`src/rtl/i2s_transmitter.sv`:
```
// I2S controller-mode transmitter: AXI-Stream words are paired into L/R frames, buffered in a
// small FIFO and serialised on sck/ws/sd. Define I2S_TX_MONO_EN to send each word in both slots.
module i2s_transmitter #(
  parameter int CLK_DIV    = 4,
  parameter int FIFO_DEPTH = 4
) (
  input  logic        s_axis_aclk,
  input  logic        s_axis_aresetn,
  input  logic        s_axis_tvalid,
  output logic        s_axis_tready,
  input  logic [31:0] s_axis_tdata,
  input  logic        s_axis_tlast,
  output logic        sck,
  output logic        ws,
  output logic        sd,
  output logic        underflow,
  output logic        framing_err
);
  localparam int DIV_W = $clog2(CLK_DIV);
  localparam int AW    = $clog2(FIFO_DEPTH);
  localparam logic [DIV_W-1:0] DIV_LAST = DIV_W'(CLK_DIV - 1);
  localparam logic [AW:0]      CNT_FULL = (AW + 1)'(FIFO_DEPTH);

  logic [DIV_W-1:0] div_q, div_d;
  logic             sck_q, sck_d;
  logic             ws_q, ws_d;
  logic [5:0]       pos_q, pos_d;
  logic [63:0]      shift_q, shift_d;
  logic             underflow_q, underflow_d;
  logic             ferr_q, ferr_d;
  logic             tready_q, tready_d;
  logic [AW-1:0]    wr_q, wr_d, rd_q, rd_d;
  logic [AW:0]      cnt_q, cnt_d;
  logic [63:0]      mem_q [FIFO_DEPTH];

  logic        accept, push, pop, sck_fall, load;
  logic [63:0] push_data;

  assign accept   = s_axis_tvalid && tready_q;
  assign sck_fall = (div_q == DIV_LAST) && sck_q;
  // The falling edge that moves p from 0 to 1 is where a new frame enters the shifter.
  assign load     = sck_fall && (pos_q == 6'd0);
  assign pop      = load && (cnt_q != '0);

`ifdef I2S_TX_MONO_EN
  logic unused_tlast;
  assign unused_tlast = s_axis_tlast;

  always_comb begin
    push      = accept;
    push_data = {s_axis_tdata, s_axis_tdata};
    ferr_d    = 1'b0;
  end
`else
  logic        hold_vld_q, hold_vld_d;
  logic [31:0] hold_q;

  always_comb begin
    push       = 1'b0;
    ferr_d     = 1'b0;
    hold_vld_d = hold_vld_q;
    push_data  = {hold_q, s_axis_tdata};
    if (accept) begin
      if (!s_axis_tlast) begin
        ferr_d     = hold_vld_q;
        hold_vld_d = 1'b1;
      end else if (hold_vld_q) begin
        push       = 1'b1;
        hold_vld_d = 1'b0;
      end else begin
        ferr_d = 1'b1;
      end
    end
  end

  always_ff @(posedge s_axis_aclk or negedge s_axis_aresetn) begin
    if (!s_axis_aresetn) hold_vld_q <= 1'b0;
    else                 hold_vld_q <= hold_vld_d;
  end

  always_ff @(posedge s_axis_aclk) begin
    if (accept && !s_axis_tlast) hold_q <= s_axis_tdata;
  end
`endif

  always_comb begin
    div_d       = (div_q == DIV_LAST) ? '0 : div_q + 1'b1;
    sck_d       = (div_q == DIV_LAST) ? ~sck_q : sck_q;
    pos_d       = pos_q;
    ws_d        = ws_q;
    shift_d     = shift_q;
    underflow_d = load && (cnt_q == '0);
    if (sck_fall) begin
      pos_d   = pos_q + 6'd1;
      ws_d    = pos_d[5];
      shift_d = load ? (pop ? mem_q[rd_q] : '0) : {shift_q[62:0], 1'b0};
    end
    wr_d     = push ? wr_q + 1'b1 : wr_q;
    rd_d     = pop ? rd_q + 1'b1 : rd_q;
    cnt_d    = cnt_q + (AW + 1)'(push) - (AW + 1)'(pop);
    tready_d = (cnt_d != CNT_FULL);
  end

  always_ff @(posedge s_axis_aclk or negedge s_axis_aresetn) begin
    if (!s_axis_aresetn) begin
      div_q       <= '0;
      sck_q       <= 1'b0;
      ws_q        <= 1'b0;
      pos_q       <= '0;
      shift_q     <= '0;
      underflow_q <= 1'b0;
      ferr_q      <= 1'b0;
      tready_q    <= 1'b0;
      wr_q        <= '0;
      rd_q        <= '0;
      cnt_q       <= '0;
    end else begin
      div_q       <= div_d;
      sck_q       <= sck_d;
      ws_q        <= ws_d;
      pos_q       <= pos_d;
      shift_q     <= shift_d;
      underflow_q <= underflow_d;
      ferr_q      <= ferr_d;
      tready_q    <= tready_d;
      wr_q        <= wr_d;
      rd_q        <= rd_d;
      cnt_q       <= cnt_d;
    end
  end

  always_ff @(posedge s_axis_aclk) begin
    if (push) mem_q[wr_q] <= push_data;
  end

  assign s_axis_tready = tready_q;
  assign sck           = sck_q;
  assign ws            = ws_q;
  assign sd            = shift_q[63];
  assign underflow     = underflow_q;
  assign framing_err   = ferr_q;
endmodule

```
`config.mk`:
```
export PLATFORM = sky130hd
export DESIGN_NAME = i2s_transmitter
export DESIGN_NICKNAME = d
export VERILOG_FILES = /design/src/rtl/i2s_transmitter.sv
export SDC_FILE = /design/constraint.sdc
export NUM_CORES = 1
export LEC_CHECK = 0
export BUFFER_PORTS_ARGS = -buffer_cell sky130_fd_sc_hd__buf_4
export CORE_MARGIN = 2
export CORE_UTILIZATION = 46
export CTS_BUF_LIST = sky130_fd_sc_hd__clkbuf_2 sky130_fd_sc_hd__clkbuf_4 sky130_fd_sc_hd__clkbuf_8
export DETAILED_ROUTE_END_ITERATION = 16
export HOLD_SLACK_MARGIN = 0.06
export PLACE_DENSITY_LB_ADDON = 0.08
export SYNTH_ARGS = -nofsm -noshare
export SYNTH_HDL_FRONTEND = slang
export SYNTH_SLANG_ARGS = --single-unit
```
`constraint.sdc`:
```
create_clock -name s_axis_aclk -period 5.4 [get_ports s_axis_aclk]
set_input_delay 1.08 -clock s_axis_aclk [delete_from_list [all_inputs] [get_ports s_axis_aclk]]
set_output_delay 1.08 -clock s_axis_aclk [all_outputs]
set_load 0.01 [all_outputs]
```
==> flow_summary.toml <==
[outcome]
status = "finished clean"

[die]
die_area_um2 = 31900
pin_count = 42
die_h_um = 179
core_area_um2 = 29900
start_util = 0.470
num_rows = 63
die_w_um = 179

[global_routing]
first_global_vias = 7189
grt_usage = 0.172
grt_max_degree = 66
grt_overflow = 0
grt_pass1_wl_um = 41000
antenna_found_initial = 0

[worst_setup_path]
cp_slowest_cell = "buf_4"
cp.required_ns = 5.61
crit_path_frequent_cell = "buf_4"
slowest_delay_ns = 0.77
cp_max_fo = 52
start_kind = "input pin"
path_cells = "buf_4, ha_1, and3_1, and2_2, buf_4"
critPathCaptureType = "flop"
cp_num_cells = 5
path_buf_inv = 2
arrival_ns = 2.88
critPathKind = "input pin to flop"
reg2regPathDepth = 3
crit_family = "buffers and inverters"

[finish]
area_delta_synth_final_pct = 13.9
num_antenna_cells = 0
final_cell_mix = "edfxtp_1, dfrtp_1, clkbuf_8"
final_common_cell = "edfxtp_1"
fin_nets = 786
drive_gt1_frac = 0.297

[synth]
syn_area_per_cell_um2 = 21.3
synth.area.top_cells = "edfxtp_1, dfrtp_1, mux4_2"
syn-num-nets = 706
async_reset_ff_frac = 0.226
synth-seq-cells = 372
postSynthCellCount = 659
ys.flop_type = "edfxtp_1"
synthesis.area_um2 = 14000
yosys.area.top_type_share = 0.616
synth.largest_area_cell = "edfxtp_1"
synth_edf_count = 288
ys_warn_count = 0
synth-seq-area-share = 0.766
synth.distinct_cells = 28

[clocking]
clk_latency_ns = 0.59
h-tree-depth = 2
cts_tree = "yes"
cts.sinks = 372
path_clk_slew_ns = 0.06
postCtsHoldBufs = 0
numCtsBuffers = 60
cts-resized-gates = 0
clock-root-buffer = "clkbuf_8"
post_cts_buffers = 0
clock_path_buffers = 3

[detailed_routing]
vias_per_cell = 5.44
ant_nets = 0
routed_wirelength_um = 26100
drt-pass1-iter-count = 4
vias = 6415
wire_per_inst_um = 22.1
drc = 0
first_iter_violations = 318

[timing]
rsz0062_at_grt = "no"
tns_ns = 0
tightest_slew_ns = 1.15
layout_min_cycle_time_ns = 2.67
setup_viol = 0
drv_slew = 0
skew_ns = 0.0133
finalCritPeriodShare = 0.495
final_hold_viol_count = 0
fmax_ghz = 0.374
slew_headroom = 0.234

[placed_design]
place.gp.congestion = 0.688
io_buffer_count = 41
place_hpwl_um = 13600

[hold_path]
worst_hold_path_type = "flop to flop"
whs_path_depth = 1

[pwr]
vdd_ir_drop_max_mv = 0.183
power_uw = 6080
p_per_area_nw_per_um2 = 380
p_leak_uw = 0.00539

[flow_run]
cap_violations = 0
## logic make-up after synthesis
family | count (synthesis) | synth area share
AOI/OAI and AO/OA | 67 | 0.0412
adders and majority gates | 11 | 0.0103
xor gates and xnor gates | 11 | 0.00686
and+or+nand+nor | 27 | 0.0115
buffers and inverters | 44 | 0.0168
muxes | 127 | 0.148
DFF | 372 | 0.766
## layer usage
layer / part of all wire / vias up / wire [um] / track usage
met5: 0 / - / 0 / 0
met1: 0.44 / 3380 / 11400 / 0.227
met4: 0.020 / 0 / 515 / 0.0522
li1: - / 2857 / - / -
met2: 0.50 / 125 / 13000 / 0.290
met3: 0.044 / 53 / 1150 / 0.0354
## worst paths after layout
kind / to / slack, ns / startpoint
min in group asynchronous: shift_q[42] / 0.51 / s_axis_aresetn
worst max-delay path: mem_q[2][2] / 2.73 / s_axis_tlast
worst min-delay path: div_q[0] / 0.43 / div_q[0]
worst max register to register: shift_q[42] / 2.90 / rd_q[0]
max in group asynchronous: rd_q[1] / 3.84 / s_axis_aresetn
worst min register to register: div_q[0] / 0.43 / div_q[0]
## Yosys cell counts (all sizes together) (2+ instances only)
cell and number:
nor3 2, xor2 3, mux4 64, nand2 7
xnor2 8, inv 8, clkbuf 10, and3 3
o2bb2ai 63, mux2i 63, dfrtp 84, edfxtp 288
ha 10, and2 6, o21ai 2, nand4 2
nor2 4, buf 26
## registers in the layout, summed over array words and instances, names as in the netlist
register       flops
s_axis_tready      1
wr_q               2
framing_err        1
div_q              2
mem_q            256
shift_q           64
cnt_q              3
hold_vld_q         1
sck                1
hold_q            32
rd_q               2
ws                 1
underflow          1
pos_q              5
## report_power, final
group / total (uW) / switching [uW] / internal [uW]
clock: 2410 / 1050 / 1360
combinational: 333 / 188 / 145
sequential: 3340 / 76.7 / 3260
total: 6080 / 1310 / 4770
## through the flow
stage	area [um^2]	std cells	setup WS, ns	hold slack (ns)	utilization
after global placement	14800	1067	2.13	0.414	0.494
after CTS	16000	1180	2.72	0.428	0.535
after detailed placement	14800	1067	2.11	0.421	0.494
after global routing	16000	1180	2.62	0.465	0.535
final	16000	1180	2.73	0.428	0.535
after floorplan	14000	659	1.87	0.403	-
## final cells by class
cell class	count	area (um^2)
clock buffer	99	1170
clock inverter	14	66.3
fill	2344	13900
inverter	8	30.0
multi-input combinational	243	3070
sequential	372	10800
tap	390	488
timing repair buffer	54	405
Power figures use the tool's default switching activity.
